$ cat config.mk
export PLATFORM = sky130hd
export DESIGN_NAME = matrix_scalar_div
export DESIGN_NICKNAME = d
export VERILOG_FILES = /design/src/rtl/matrix_scalar_div_pkg.sv /design/src/rtl/matrix_scalar_div_serial_div_unsigned.sv /design/src/rtl/matrix_scalar_div.sv
export SDC_FILE = /design/constraint.sdc
export NUM_CORES = 1
export LEC_CHECK = 0
export ABC_CLOCK_PERIOD_IN_PS = 2950
export CAP_MARGIN = 30
export CORE_MARGIN = 2
export CORE_UTILIZATION = 45
export DETAILED_ROUTE_END_ITERATION = 8
export PLACE_DENSITY = 0.78
export SLEW_MARGIN = 40
export SYNTH_ARGS = -nofsm -noshare
export SYNTH_HDL_FRONTEND = slang
export SYNTH_SLANG_ARGS = --single-unit
$ cat constraint.sdc
create_clock -name clk -period 2.95 [get_ports clk]
set_input_delay 0.295 -clock clk [delete_from_list [all_inputs] [get_ports clk]]
set_output_delay 0.295 -clock clk [all_outputs]
set_load 0.01 [all_outputs]
$ cat src/rtl/matrix_scalar_div_pkg.sv
// rtl/matrix_scalar_div_pkg.sv - default geometry, FSM states and element packing helper for matrix_scalar_div
package matrix_scalar_div_pkg;

  localparam int DEF_ROWS = 3;
  localparam int DEF_COLS = 2;
  localparam int DEF_W    = 4;
  localparam int DEF_FRAC = 1;

  typedef enum logic [2:0] {
    S_IDLE,
    S_LOAD,
    S_DIV,
    S_STORE,
    S_DONE
  } state_t;

  // LSB position of element k in a row-major pack with element 0 at the MSBs
  function automatic int elem_lsb(input int n, input int w, input int k);
    return (n - 1 - k) * w;
  endfunction

endpackage

$ cat src/rtl/matrix_scalar_div_serial_div_unsigned.sv
// rtl/matrix_scalar_div_serial_div_unsigned.sv - unsigned restoring divider, one quotient bit per cycle
module serial_div_unsigned #(
  parameter int DW = 5,
  parameter int VW = 5
) (
  input  logic          clk,
  input  logic          rst,
  input  logic          go,
  input  logic [DW-1:0] dividend,
  input  logic [VW-1:0] divisor,
  output logic [DW-1:0] quotient,
  output logic [VW-1:0] remainder,
  output logic          rdy
);
  localparam int CW = $clog2(DW + 1);

  logic [DW-1:0] r_q;
  logic [VW-1:0] r_rem;
  logic [VW-1:0] r_div;
  logic [CW-1:0] r_cnt;
  logic [VW:0]   w_trial;

  // Partial remainder stays below the divisor, so the shifted value fits VW+1 bits
  assign w_trial = {r_rem, r_q[DW-1]} - {1'b0, r_div};

  always_ff @(posedge clk or posedge rst) begin
    if (rst) begin
      r_q   <= '0;
      r_rem <= '0;
      r_div <= '0;
      r_cnt <= '0;
    end else if (go) begin
      r_q   <= dividend;
      r_rem <= '0;
      r_div <= divisor;
      r_cnt <= CW'(DW);
    end else if (r_cnt != '0) begin
      r_rem <= w_trial[VW] ? {r_rem[VW-2:0], r_q[DW-1]} : w_trial[VW-1:0];
      r_q   <= {r_q[DW-2:0], ~w_trial[VW]};
      r_cnt <= r_cnt - 1'b1;
    end
  end

  assign quotient  = r_q;
  assign remainder = r_rem;
  assign rdy       = (r_cnt == '0);

endmodule

$ cat src/rtl/matrix_scalar_div.sv
// rtl/matrix_scalar_div.sv - serial element-wise signed fixed-point matrix / scalar divider (MATRIX_DIV_ROUND_EN: round half away from zero)
module matrix_scalar_div
  import matrix_scalar_div_pkg::*;
#(
  parameter int ROWS = DEF_ROWS,
  parameter int COLS = DEF_COLS,
  parameter int W    = DEF_W,
  parameter int FRAC = DEF_FRAC
) (
  input  logic                   clk,
  input  logic                   rst,
  input  logic                   start,
  input  logic [ROWS*COLS*W-1:0] A,
  input  logic [W-1:0]           a,
  output logic                   busy,
  output logic                   done,
  output logic [ROWS*COLS*W-1:0] B,
  output logic                   div_zero
);
  localparam int N  = ROWS * COLS;
  localparam int DW = W + FRAC;
  localparam int VW = W + 1;
  localparam int KW = (N > 1) ? $clog2(N) : 1;
  localparam int SW = $clog2(DW + 1);
  localparam logic [W-1:0] MAX_V = {1'b0, {(W-1){1'b1}}};
  localparam logic [W-1:0] MIN_V = {1'b1, {(W-1){1'b0}}};

  state_t          r_state, w_next;
  logic [KW-1:0]   r_k;
  logic [SW-1:0]   r_step;
  logic [N*W-1:0]  r_A, r_B;
  logic [W-1:0]    r_a;
  logic            r_dz;

  logic [W-1:0]    w_elem, w_res;
  logic [VW-1:0]   w_e_ext, w_a_ext, w_mag_e, w_mag_a, w_rem;
  logic [DW-1:0]   w_dividend, w_quot;
  logic [DW:0]     w_mag_q;
  logic            w_rdy, w_go, w_neg, w_inc;

  assign w_elem     = r_A[elem_lsb(N, W, int'(r_k)) +: W];
  assign w_e_ext    = {w_elem[W-1], w_elem};
  assign w_a_ext    = {r_a[W-1], r_a};
  assign w_mag_e    = w_e_ext[VW-1] ? -w_e_ext : w_e_ext;
  assign w_mag_a    = w_a_ext[VW-1] ? -w_a_ext : w_a_ext;
  assign w_dividend = DW'(w_mag_e) << FRAC;
  assign w_neg      = w_elem[W-1] ^ r_a[W-1];
  assign w_go       = (r_state == S_LOAD);

  serial_div_unsigned #(.DW(DW), .VW(VW)) u_div (
    .clk       (clk),
    .rst       (rst),
    .go        (w_go),
    .dividend  (w_dividend),
    .divisor   (w_mag_a),
    .quotient  (w_quot),
    .remainder (w_rem),
    .rdy       (w_rdy)
  );

`ifdef MATRIX_DIV_ROUND_EN
  assign w_inc = ({w_rem, 1'b0} >= {1'b0, w_mag_a});
`else
  assign w_inc = 1'b0;
  logic w_unused_rem;
  assign w_unused_rem = ^w_rem;
`endif

  assign w_mag_q = {1'b0, w_quot} + (DW+1)'(w_inc);

  // Sign, saturation and the divide-by-zero override
  always_comb begin
    w_res = '0;
    if (r_dz) begin
      if (w_elem[W-1])  w_res = MIN_V;
      else if (|w_elem) w_res = MAX_V;
    end else if (!w_neg) begin
      w_res = (w_mag_q > (DW+1)'(MAX_V)) ? MAX_V : w_mag_q[W-1:0];
    end else begin
      w_res = (w_mag_q > (DW+1)'(2**(W-1))) ? MIN_V : W'(-w_mag_q);
    end
  end

  always_comb begin
    w_next = r_state;
    case (r_state)
      S_IDLE:  if (start) w_next = S_LOAD;
      S_LOAD:  w_next = S_DIV;
      S_DIV:   if (r_step == SW'(DW - 1)) w_next = S_STORE;
      S_STORE: w_next = (r_k == KW'(N - 1)) ? S_DONE : S_LOAD;
      S_DONE:  w_next = S_IDLE;
      default: w_next = S_IDLE;
    endcase
  end

  always_ff @(posedge clk or posedge rst) begin
    if (rst) begin
      r_state <= S_IDLE;
      r_k     <= '0;
      r_step  <= '0;
      r_A     <= '0;
      r_a     <= '0;
      r_B     <= '0;
      r_dz    <= 1'b0;
    end else begin
      r_state <= w_next;
      case (r_state)
        S_IDLE: if (start) begin
          r_A  <= A;
          r_a  <= a;
          r_dz <= 1'b0;
          r_k  <= '0;
        end
        S_LOAD: begin
          r_step <= '0;
          if (r_k == '0) r_dz <= (r_a == '0);
        end
        S_DIV: r_step <= r_step + 1'b1;
        S_STORE: if (w_rdy) begin
          r_B[elem_lsb(N, W, int'(r_k)) +: W] <= w_res;
          r_k <= (r_k == KW'(N - 1)) ? '0 : r_k + 1'b1;
        end
        default: ;
      endcase
    end
  end

  assign busy     = (r_state == S_LOAD) || (r_state == S_DIV) || (r_state == S_STORE);
  assign done     = (r_state == S_DONE);
  assign B        = r_B;
  assign div_zero = r_dz;

endmodule

==> results.md <==
- Outcome: finished clean
- Pre-CTS setup slack: -0.0295 ns
- Fmax: ~360 MHz
- Wirelength per Cell: approximately 15 um
- Critical Path End Type: register
- DP Area: just over 5000 um^2
- Hold WS: 0.322 ns
- CP Max Fanout: 6
- Max cap viols: 0
- Largest net degree at the start of global routing: 56
- Syn_area_per_cell: 10.2 um^2
- Comb pwr share: ~55%
- Number of global-route vias before repair: around 3.3k
- Antenna fix cells: 0
- Post-Route WL: 9070 um
- Post-Syn Nets: 482
- Cell Area, Synth: between 4000 and 5000 um^2
- CP Class: reg2reg
- Share of cells above drive strength 1: about 15%
- RSZ-0062 raised after global routing: no
- DRT antenna net count: 0
- Power density over the cells: 1140 nW/um^2
- Total track usage: between 10% and 20%
- Final Worst Setup Slack: ~0.20 ns
- Clock buffer count from CTS: 9
- Minimum clock period: 2.75 ns
- Synth Register Bits: 80
- Worst r2r path cells: 9
- Via count: about 3.3k
- Setup Skew: between 0.008 and 0.009 ns
- Drt pass-1 iters: 4
- Root buffer cell: clkbuf_8
- Final setup fails: 0
- # clock sinks: 80
- R2r setup slk: around 0.2 ns
- Area fraction of the dominant cell type after synthesis: a little under half
- Drt initial violations: 216
- Initial antenna violation count: 0
- Clock Latency Late Sink: about 0.34 ns
- Seq/Total Area, Yosys: 45.9%
- Buffers on Ports: 57
- P_int: 3.64 mW
- Leak: 2.37 nW
- Unique masters post-synth: 59
- Seq pwr share: 30.6%
- Final Power: ~6 mW
- Die width: 102 um
- Most common cell after layout, fill and taps aside: dfrtp_1
- Layout area overhead: 22.2%
- Sw frac: 40.4%
- CTS tree: yes
- Fillcell total: roughly 800
- Detailed placer's ending HPWL: 6880 um
- Worst hold path class: in2async
- Gate Count Post-Synth: around 430
- Nets@finish: about 540
- Slew headroom: 54.4%
- Critical path arrival: between 2 and 3 ns
- Post-CTS Hold Fix Bufs: 0
- Crit Reg-Reg Endpoint: B[10]$_DFFE_PP0P_
- Synth warn: 0
- Worst Path Required: between 3 and 4 ns
- Worst r2r src: r_k[2]$_DFFE_PP0P_
- Setup crit start kind: register
- Post-synth EDFFs: 0
- Multi-input gate area: 2170 um^2
- Yosys top cell by area: dfrtp_1
- Height of the chip: about 100 um
- FF+latch area: roughly 2000 um^2
- Final hold violations: 0
- Gpl congestion: approximately 0.92
- Grt ovf: 0
- Final Max Slew Viols: 0
- Io pins: 58
- Avg Vias per Cell: 5.35
- CTS H-tree depth: 3
- Site Rows: 35
- Net Switching: ~2.5 mW
- Most frequent cells in the layout: 80 x dfrtp_1, 57 x clkdlybuf4s50_1, 41 x nand2_1, 34 x mux2_2, 34 x o21ai_0
- Clock slew at reported path FFs: roughly 0.08 ns
- Asr flop ratio synth: between 90% and 100%
- Die area: 10,500 um^2
- First-pass GRT wire length: about 15,000 um
- Core footprint: 9330 um^2
- Fin util: approximately 57%
- Fin crit share: around 93%
- VDD IR max: 445 uV
- DRC viols: 0
- Most used flip-flop cell after synthesis: dfrtp_1
- Clk network pwr share: 14.3%
- Transition time of the tightest slew-check pin: slightly below 0.7 ns
- Initial core utilization: between 40% and 50%
- Synth area leaders: dfrtp_1 46%, mux2_2 8.8%, ha_1 5.7%, o21ai_0 4.0%, nand2_1 3.5%
- CTS Buffer Depth: 2
- Layout Cell Area excl Fill: between 5000 and 6000 um^2
-- power groups by stage --
stage	registers, mW	logic, mW	clock network, mW
after CTS	1.87	3.34	0.885
after global placement	1.86	3.21	0
after floorplan	1.79	2.48	0
after global routing	1.93	3.75	0.941
after detailed placement	1.88	3.31	0
final	1.86	3.36	0.874
-- state kept, by name (all words and copies together) (netlist names) --
signal,count
u_div.r_div,5
div_zero,1
u_div.remainder,5
B,24
r_A,24
r_a,4
u_div.r_cnt,3
u_div.quotient,5
r_step,3
r_k,3
r_state,3
-- cell families after synthesis --
group,synth area share (%)
simple gates,14.5
compound gates,12.7
flops,45.9
buf+inv,4.73
mux,13.5
fa+ha+maj,6.65
xor+xnor,2.01
-- layout make-up --
cell class	count	share of cell area [%]
sequential	80	37.5
clock buffer	13	2.79
clock inverter	3	1.22
tap	129	3.03
timing repair buffer	68	12.5
inverter	31	2.18
multi-input combinational	298	40.8
-- cell usage after synthesis, drive strengths merged, types with 3 or more instances --
| cell type | number |
|---|---|
| ha | 20 |
| dfrtp | 80 |
| nor4 | 3 |
| nand2 | 41 |
| mux4 | 3 |
| nor2 | 32 |
| inv | 31 |
| and3 | 4 |
| a21oi | 22 |
| a21o | 3 |
| or3 | 3 |
| buf | 9 |
| nor2b | 3 |
| nand4 | 3 |
| nand2b | 9 |
| xnor2 | 8 |
| a31oi | 3 |
| o22ai | 3 |
| a22oi | 3 |
| mux2i | 11 |
| and2 | 3 |
| nor3b | 3 |
| clkbuf | 11 |
| mux2 | 36 |
| o31ai | 7 |
| nand3 | 5 |
| o21ai | 36 |
| nor3 | 7 |
-- repair_timing --
| item | in CTS | in global routing |
|---|---|---|
| resized for setup | 1 | 3 |
| endpoints found under the hold margin | 0 | 0 |
| endpoints found under the setup margin | 3 | 15 |
| buffers inserted | 0 | 0 |
-- layer usage --
| metal | vias up | track usage [%] | wire (um) |
|---|---|---|---|
| met5 | - | 0 | 0 |
| met4 | 0 | 5.95 | 118 |
| met3 | 8 | 3.80 | 330 |
| met2 | 65 | 31.1 | 4510 |
| met1 | 1638 | 24.5 | 4120 |
| li1 | 1619 | - | - |
-- metrics by stage --
stage	cells	setup TNS [ns]
after floorplan	429	0
after detailed placement	606	-0.0731
after global placement	606	0
after CTS	622	0
after global routing	622	0
final	622	0
-- how the worst max path moves through the flow --
| stage | from | endpoint | slack [ns] | depth (start not counted) |
|---|---|---|---|---|
| 6_report | r_k[2]$_DFFE_PP0P_ | B[10]$_DFFE_PP0P_ | 0.20 | 9 |
| 3_5_place_dp | r_k[2]$_DFFE_PP0P_ | B[10]$_DFFE_PP0P_ | -0.03 | 9 |
| 5_1_grt | r_k[2]$_DFFE_PP0P_ | B[18]$_DFFE_PP0P_ | 0.05 | 9 |
| 3_3_place_gp | r_k[2]$_DFFE_PP0P_ | B[10]$_DFFE_PP0P_ | 0.12 | 9 |
| 4_1_cts | r_k[2]$_DFFE_PP0P_ | B[10]$_DFFE_PP0P_ | 0.03 | 9 |
| 2_1_floorplan | r_k[1]$_DFFE_PP0P_ | B[10]$_DFFE_PP0P_ | 0.06 | 11 |
-- critical path, stage by stage (launching register included) --
cell,delay (ns)
dfrtp_1,0.44
ha_4,0.35
mux4_2,0.50
and2_1,0.18
o21ai_1,0.20
ha_1,0.21
nand4b_1,0.12
o221ai_1,0.19
o21a_1,0.20
mux2_4,0.27
No activity file was read; power rests on OpenSTA's default activity.
